<file path="src/rtl/alu_arbiter.sv">
// Two-requester front end for a shared combinational Hack ALU (IDLE -> EXEC -> RESP).
// Define ALU_ARBITER_RR_EN for round-robin arbitration; otherwise requester 0 has fixed priority.
module alu_arbiter #(
  parameter int W       = 16,
  parameter int ALU_LAT = 1
) (
  input  logic           clk,
  input  logic           reset,
  input  logic [1:0]     req_valid,
  output logic [1:0]     req_ready,
  input  logic [2*W-1:0] req_x,
  input  logic [2*W-1:0] req_y,
  input  logic [11:0]    req_ctrl,
  output logic [1:0]     rsp_valid,
  input  logic [1:0]     rsp_ready,
  output logic [W-1:0]   rsp_data,
  output logic           rsp_zr,
  output logic           rsp_ng,
  output logic [W-1:0]   alu_x,
  output logic [W-1:0]   alu_y,
  output logic [5:0]     alu_ctrl,
  input  logic [W-1:0]   alu_out,
  input  logic           alu_zr,
  input  logic           alu_ng,
  output logic           busy
);

  typedef enum logic [1:0] {IDLE = 2'd0, EXEC = 2'd1, RESP = 2'd2} state_t;

  state_t       state_reg, state_next;
  logic [3:0]   cnt_reg, cnt_next;
  logic         grant_reg;
  logic         grant_sel;
  logic         any_req;
  logic         exec_done;
  logic [W-1:0] x_reg, y_reg;
  logic [5:0]   ctrl_reg;
  logic [W-1:0] rsp_data_reg;
  logic         rsp_zr_reg, rsp_ng_reg;

  logic [W-1:0] x_arr [2];
  logic [W-1:0] y_arr [2];
  logic [5:0]   ctrl_arr [2];

  genvar gi;
  generate
    for (gi = 0; gi < 2; gi++) begin : g_unpack
      assign x_arr[gi]    = req_x[gi*W +: W];
      assign y_arr[gi]    = req_y[gi*W +: W];
      assign ctrl_arr[gi] = req_ctrl[gi*6 +: 6];
    end
  endgenerate

  assign any_req   = |req_valid;
  assign exec_done = (cnt_reg == 4'(ALU_LAT - 1));

`ifdef ALU_ARBITER_RR_EN
  // Pointer names the requester that wins a tie; it moves away from every winner.
  logic ptr_reg;

  always_ff @(posedge clk or posedge reset) begin
    if (reset) begin
      ptr_reg <= 1'b0;
    end else if (state_reg == IDLE && any_req) begin
      ptr_reg <= ~grant_sel;
    end
  end

  always_comb begin
    grant_sel = ~req_valid[0];
    if (&req_valid) begin
      grant_sel = ptr_reg;
    end
  end
`else
  assign grant_sel = ~req_valid[0];
`endif

  always_ff @(posedge clk or posedge reset) begin
    if (reset) begin
      state_reg <= IDLE;
    end else begin
      state_reg <= state_next;
    end
  end

  always_ff @(posedge clk or posedge reset) begin
    if (reset) begin
      cnt_reg      <= 4'd0;
      grant_reg    <= 1'b0;
      x_reg        <= '0;
      y_reg        <= '0;
      ctrl_reg     <= 6'd0;
      rsp_data_reg <= '0;
      rsp_zr_reg   <= 1'b0;
      rsp_ng_reg   <= 1'b0;
    end else begin
      cnt_reg <= cnt_next;
      if (state_reg == IDLE && any_req) begin
        grant_reg <= grant_sel;
        x_reg     <= x_arr[grant_sel];
        y_reg     <= y_arr[grant_sel];
        ctrl_reg  <= ctrl_arr[grant_sel];
      end
      if (state_reg == EXEC && exec_done) begin
        rsp_data_reg <= alu_out;
        rsp_zr_reg   <= alu_zr;
        rsp_ng_reg   <= alu_ng;
      end
    end
  end

  always_comb begin
    state_next = state_reg;
    cnt_next   = 4'd0;
    unique case (state_reg)
      IDLE: if (any_req) state_next = EXEC;
      EXEC: begin
        if (exec_done) state_next = RESP;
        else           cnt_next   = cnt_reg + 4'd1;
      end
      RESP: if (rsp_ready[grant_reg]) state_next = IDLE;
      default: state_next = IDLE;
    endcase
  end

  // req_ready is masked by reset so the strobe drops the instant reset rises.
  always_comb begin
    req_ready = 2'b00;
    rsp_valid = 2'b00;
    busy      = 1'b1;
    case (state_reg)
      IDLE: begin
        busy = 1'b0;
        if (any_req && !reset) req_ready[grant_sel] = 1'b1;
      end
      RESP:    rsp_valid[grant_reg] = 1'b1;
      default: ;
    endcase
  end

  assign alu_x    = x_reg;
  assign alu_y    = y_reg;
  assign alu_ctrl = ctrl_reg;
  assign rsp_data = rsp_data_reg;
  assign rsp_zr   = rsp_zr_reg;
  assign rsp_ng   = rsp_ng_reg;

endmodule

</file>
<file path="config.mk">
export PLATFORM = sky130hd
export DESIGN_NAME = alu_arbiter
export DESIGN_NICKNAME = d
export VERILOG_FILES = /design/src/rtl/alu_arbiter.sv
export SDC_FILE = /design/constraint.sdc
export NUM_CORES = 1
export LEC_CHECK = 0
export BUFFER_PORTS_ARGS = -buffer_cell sky130_fd_sc_hd__buf_2
export CORE_ASPECT_RATIO = 1.4
export CORE_MARGIN = 3
export CORE_UTILIZATION = 35
export DETAILED_ROUTE_END_ITERATION = 7
export PLACE_DENSITY = 0.7
export SLEW_MARGIN = 5
export SYNTH_ARGS = -nofsm -noshare
export SYNTH_HDL_FRONTEND = slang
export SYNTH_SLANG_ARGS = --single-unit
</file>
<file path="constraint.sdc">
create_clock -name clk -period 1.6 [get_ports clk]
set_input_delay 0 -clock clk [delete_from_list [all_inputs] [get_ports clk]]
set_output_delay 0 -clock clk [all_outputs]
set_load 0.02 [all_outputs]
</file>
After elaboration in Yosys (flattened, before gate mapping)
Cells that the tools add are included.
{ "totals": {"output_inout_bits": 61, "ff_bits": 63, "elab_cells": 57, "in_bits": 100} }
{ "op_classes": {"n_bitwise": 2, "order_cmp": 5, "n_reduce_logical": 10, "n_eq_ne": 5, "addsub": 1, "muxes": 25} }
{ "op_table": {"columns": ["cell", "count"], "rows": [
  ["two-way mux 16 bit", 6],
  ["two-way mux 6 bit", 3],
  ["two-way mux 2 bit", 6],
  ["two-way mux 4 bit", 2],
  ["inequality test 2 bit (second input constant)", 3],
  ["case mux 2 bit (3 select lines)", 1],
  ["logical AND 1 bit", 5],
  ["two-way mux 1 bit", 5],
  ["adder 4 x 1 -> 4 bit (second input constant)", 1],
  ["logical NOT 4 bit", 1],
  ["less-than comparator 1 x 2 -> 1 bit (second input constant)", 2],
  ["AND reduction 3 bit", 1],
  ["demux 1 bit (select 1 bit)", 2],
  ["equality test 2 x 1 -> 1 bit (second input constant)", 1],
  ["equality test 2 bit (second input constant)", 1],
  ["greater-or-equal comparator 1 bit (second input constant)", 2],
  ["greater-or-equal comparator 2 bit (second input constant)", 1],
  ["logical NOT 2 bit", 1],
  ["NOT 1 -> 2 bit", 1],
  ["OR reduction 2 bit", 1],
  ["logical NOT 1 bit", 1],
  ["NOT 1 bit", 1]
]} }

Depth between registers and ports, before layout
{ "depth": {"depth_word": 7, "depth_mapped": 7, "mapped_depth_nobuf": 5} }

Least setup slack after synthesis
No wires, ideal clock.
{ "synth_path": {"kind": "input-to-output", "from": "input reset", "to": "output req_ready[0]", "arrival_time_ns": 1.774, "path_slack_ns": -0.174, "required_time_ns": 1.600, "path_stages": 2, "n_path_buf": 0, "path_cell_list": "inv_1 and3_1"} }
{ "synth_via": {"elab_chain_cells": 4} }
{ "synth_lines": {"columns": ["item", "line_no", "text"], "rows": [
  ["start: declaration", "8", "input logic reset,"],
  ["logical NOT 1 bit", "135", "if (any_req && !reset) req_ready[grant_sel] = 1'b1;"],
  ["logical AND 1 bit", "135", null],
  ["two-way mux 2 bit", "135", null],
  ["two-way mux 2 bit", "132", "case (state_reg)"],
  ["end: declaration", "10", "output logic [1:0] req_ready,"]
]} }
Every way passes these cells.

Worst setup path in the final report
{ "layout_path": {"from": "register cnt_reg[1]", "to": "register rsp_data_reg[1], in the netlist rsp_data[1]"} }
{ "layout_via": {"elab_chain_cells": 2} }
{ "layout_lines": {"columns": ["item", "line_no", "text"], "rows": [
  ["start: declaration", "31", "logic [3:0] cnt_reg, cnt_next;"],
  ["start signal: assignment", "98", "cnt_reg <= cnt_next;"],
  ["logical NOT 4 bit", "55", "assign exec_done = (cnt_reg == 4'(ALU_LAT - 1));"],
  ["logical AND 1 bit", "105", "if (state_reg == EXEC && exec_done) begin"],
  ["end signal: assignment", "106", "rsp_data_reg <= alu_out;"],
  ["end: declaration", "38", "logic [W-1:0] rsp_data_reg;"]
]} }
Every way passes these cells.
A chain may end at the register's enable or synchronous reset.

==> results.py <==
metrics = {
    "job": {
        "maxCapViolCount": 0,
    },
    "synth": {
        "synthMostInstantiatedCell": "mux2_2",
        "synth_top_area_cell": "dfrtp_1",
        "async_flop_share": 1.00,
        "netlist_top_cells_area": "dfrtp_1, mux2_2, mux2_4",
        "synth_edf_count": 0,
        "avgSynthCellArea_um2": 14.7,
        "ys_top_cells_by_count": "mux2_2, dfrtp_1, mux2_4, inv_1, nor2_1",
        "synth.area.mux_share": 0.374,
        "synth_top_family_by_area": "multiplexers",
        "syn-num-nets": 302,
        "synth_xor_xnor_area_share": 0.00297,
        "synth-main-ff-cell": "dfrtp_1",
        "synthCells": 200,
        "synth-simple-area-share": 0.0361,
        "ys_seq_area_frac": 0.535,
        "synth_seq_cells": 63,
        "synth_top_area_frac": 0.535,
        "synth_compound_area_frac": 0.0110,
        "yosysWarnings": 0,
        "syn_area_um2": 2950,
        "synthAdderAreaFrac": 0.00849,
        "yosysUniqueCellTypes": 26,
    },
    "critical_path": {
        "cp_slowest_stage_delay_ps": 380,
        "crit_required_ps": 1800,
        "worst_setup_path_start_kind": "flip-flop",
        "r2r-end": "rsp_data[1]",
        "crit_type": "reg2reg",
        "cp.arrival_ps": 1810,
        "worstSetupStartpoint": "cnt_reg[1]",
        "crit_path_max_fanout": 19,
        "ff2ff_setup_slack_ps": -20,
        "cp-end-kind": "flip-flop",
        "worstRegToRegCells": 6,
        "crit_chain": "inv_1 -> ha_2 -> nand2b_4 -> or3_4 -> buf_12 -> mux2_4",
        "cpMaxStageDelayCell": "dfrtp_1",
        "rr_startpoint": "cnt_reg[1]",
    },
    "die": {
        "fp.dieArea_um2": 9580,
        "die_h_um": 115,
        "core_area_um2": 8200,
        "start_util": 0.360,
        "num_rows": 39,
        "dieWidth_um": 83.6,
        "io_pins": 161,
    },
    "timing": {
        "min_period_over_period": 1.01,
        "max_freq_ghz": 0.619,
        "grt_setup_unrepaired": "true",
        "setup_viol": 9,
        "clock-skew-final_ps": 4.96,
        "slew_viol_final": 0,
        "fin_crit_ps": 1620,
        "tightest_slew_ps": 334,
        "max_slew_margin": 0.777,
        "hold_viol_final": 0,
        "worst_slack_ps": -15.7,
        "setup_tns_ps": -94.9,
    },
    "cts": {
        "path_clk_slew_ps": 50,
        "cts.sinks": 63,
        "clock_path_buffers": 2,
        "clock_latency_ps": 310,
        "root_buffer": "clkbuf_16",
        "cts_made_buffers": 9,
        "cts-htree-levels": 3,
        "post-cts-setup-buffer-count": 0,
        "cts_tree": "built",
    },
    "power": {
        "p_per_area_nw_per_um2": 1930,
        "leakagePower_nw": 2.20,
        "vdd_ir_drop_max_mv": 1.01,
    },
    "worst_hold_path": {
        "min_to": "state_reg[1]",
        "hp-class": "in2reg",
        "hold_depth": 3,
        "min_from": "rsp_ready[1]",
    },
    "routing": {
        "drtIter0Drc": 48,
        "antenna_left": 0,
        "post_drt_wl_per_cell_um": 13.1,
        "vias": 2229,
        "drc": 0,
        "drtPass1Iterations": 4,
        "via_per_inst": 4.48,
        "finalWirelength_um": 6520,
    },
    "finish": {
        "post-route-cell-area_um2": 4500,
        "nets": 494,
        "syn_to_final_growth_pct": 52.5,
        "drive_gt1_frac": 0.712,
        "num_antenna_cells": 0,
    },
    "global_route": {
        "antenna_found_initial": 0,
        "grt_max_degree": 64,
        "grt.total_usage": 0.143,
        "grt_pass1_wl_um": 10900,
        "grt-ovfl-total": 0,
        "grt_pass1_vias": 2413,
    },
    "outcome": {
        "failed_checks": "setup timing",
        "outcome": "finished, violations left",
    },
    "place": {
        "place_congestion": 0.699,
        "postPlaceCellArea_um2": 3950,
        "port-buffer-count": 160,
        "place_hpwl_um": 4960,
    },
}
==> worst max-delay path by stage <==
stage | slack (ps) | cells past startpoint | end
floorplan | -80 | 7 | rsp_data[0]
global route | -60 | 6 | rsp_data[5]
CTS | -20 | 6 | rsp_data[5]
finish | -20 | 6 | rsp_data[1]
global placement | 5 | 6 | rsp_data[8]
detailed placement | -40 | 6 | rsp_data[5]
==> cell type report <==
class                           count  area [um2]
Clock buffer                       12         246
Clock inverter                      3        67.6
Fill cell                         700        3700
Inverter                            5        22.5
Multi-Input combinational cell    121        1290
Sequential cell                    63        1580
Tap cell                          102         128
Timing Repair Buffer              192        1160
==> per-stage QoR <==
stage	setup WS (ps)	instances	utilization	total power [mW]	hold slack (ps)
6_report	-15.7	498	0.549	8.69	11.5
5_1_grt	-56.2	498	0.549	9.25	14.7
4_1_cts	-15.5	498	0.547	8.84	3.76
3_5_place_dp	-37.6	462	0.482	6.70	135
3_3_place_gp	4.72	462	0.482	6.59	137
2_1_floorplan	-81.6	200	-	5.35	82.6
==> layer usage <==
layer | track usage | wire length, um | up-vias
li1 | - | - | 1089
met1 | 0.150 | 2420 | 1034
met2 | 0.260 | 3500 | 98
met3 | 0.0490 | 530 | 8
met4 | 0.0547 | 75 | 0
met5 | 0 | 0 | -
==> layout by cell type, fill, tap and decap left out, types with 2 or more instances in the layout <==
cell	count
mux2_4	9
mux2_1	4
dlygate4sd3_1	21
nor2_1	4
o21ai_0	2
buf_4	6
nand2b_1	3
buf_2	159
mux2_2	82
clkinvlp_4	2
inv_1	4
a21oi_1	3
buf_12	5
clkbuf_1	2
clkbuf_16	9
bufinv_16	2
dfrtp_1	63
==> cells by family after synthesis <==
| logic type | after synthesis |
|---|---|
| compound gates | 6 |
| flops | 63 |
| xor+xnor | 1 |
| buf+inv | 16 |
| fa+ha+maj | 2 |
| mux | 95 |
| simple gates | 17 |
==> report_power, final <==
| group | internal [mW] | switching, mW |
|---|---|---|
| clock | 1.39 | 0.607 |
| combinational | 1.92 | 2.01 |
| sequential | 2.37 | 0.385 |
==> repair_timing <==
item | 4_1_cts | 5_1_grt
resized for setup | 2 | 3
hold buffers | 21 | 0
endpoints found under the hold margin | 82 | 0
endpoints found under the setup margin | 19 | 20
pin swaps | 0 | 1
==> worst max-delay path: cells and delay by family (launching register included) <==
| kind | cells | cell delay [ps] |
|---|---|---|
| muxes | 1 | 300 |
| and+or+nand+nor | 2 | 400 |
| buffers and inverters | 2 | 230 |
| adders and majority gates | 1 | 190 |
| DFF | 1 | 380 |
Power figures use the tool's default switching activity.
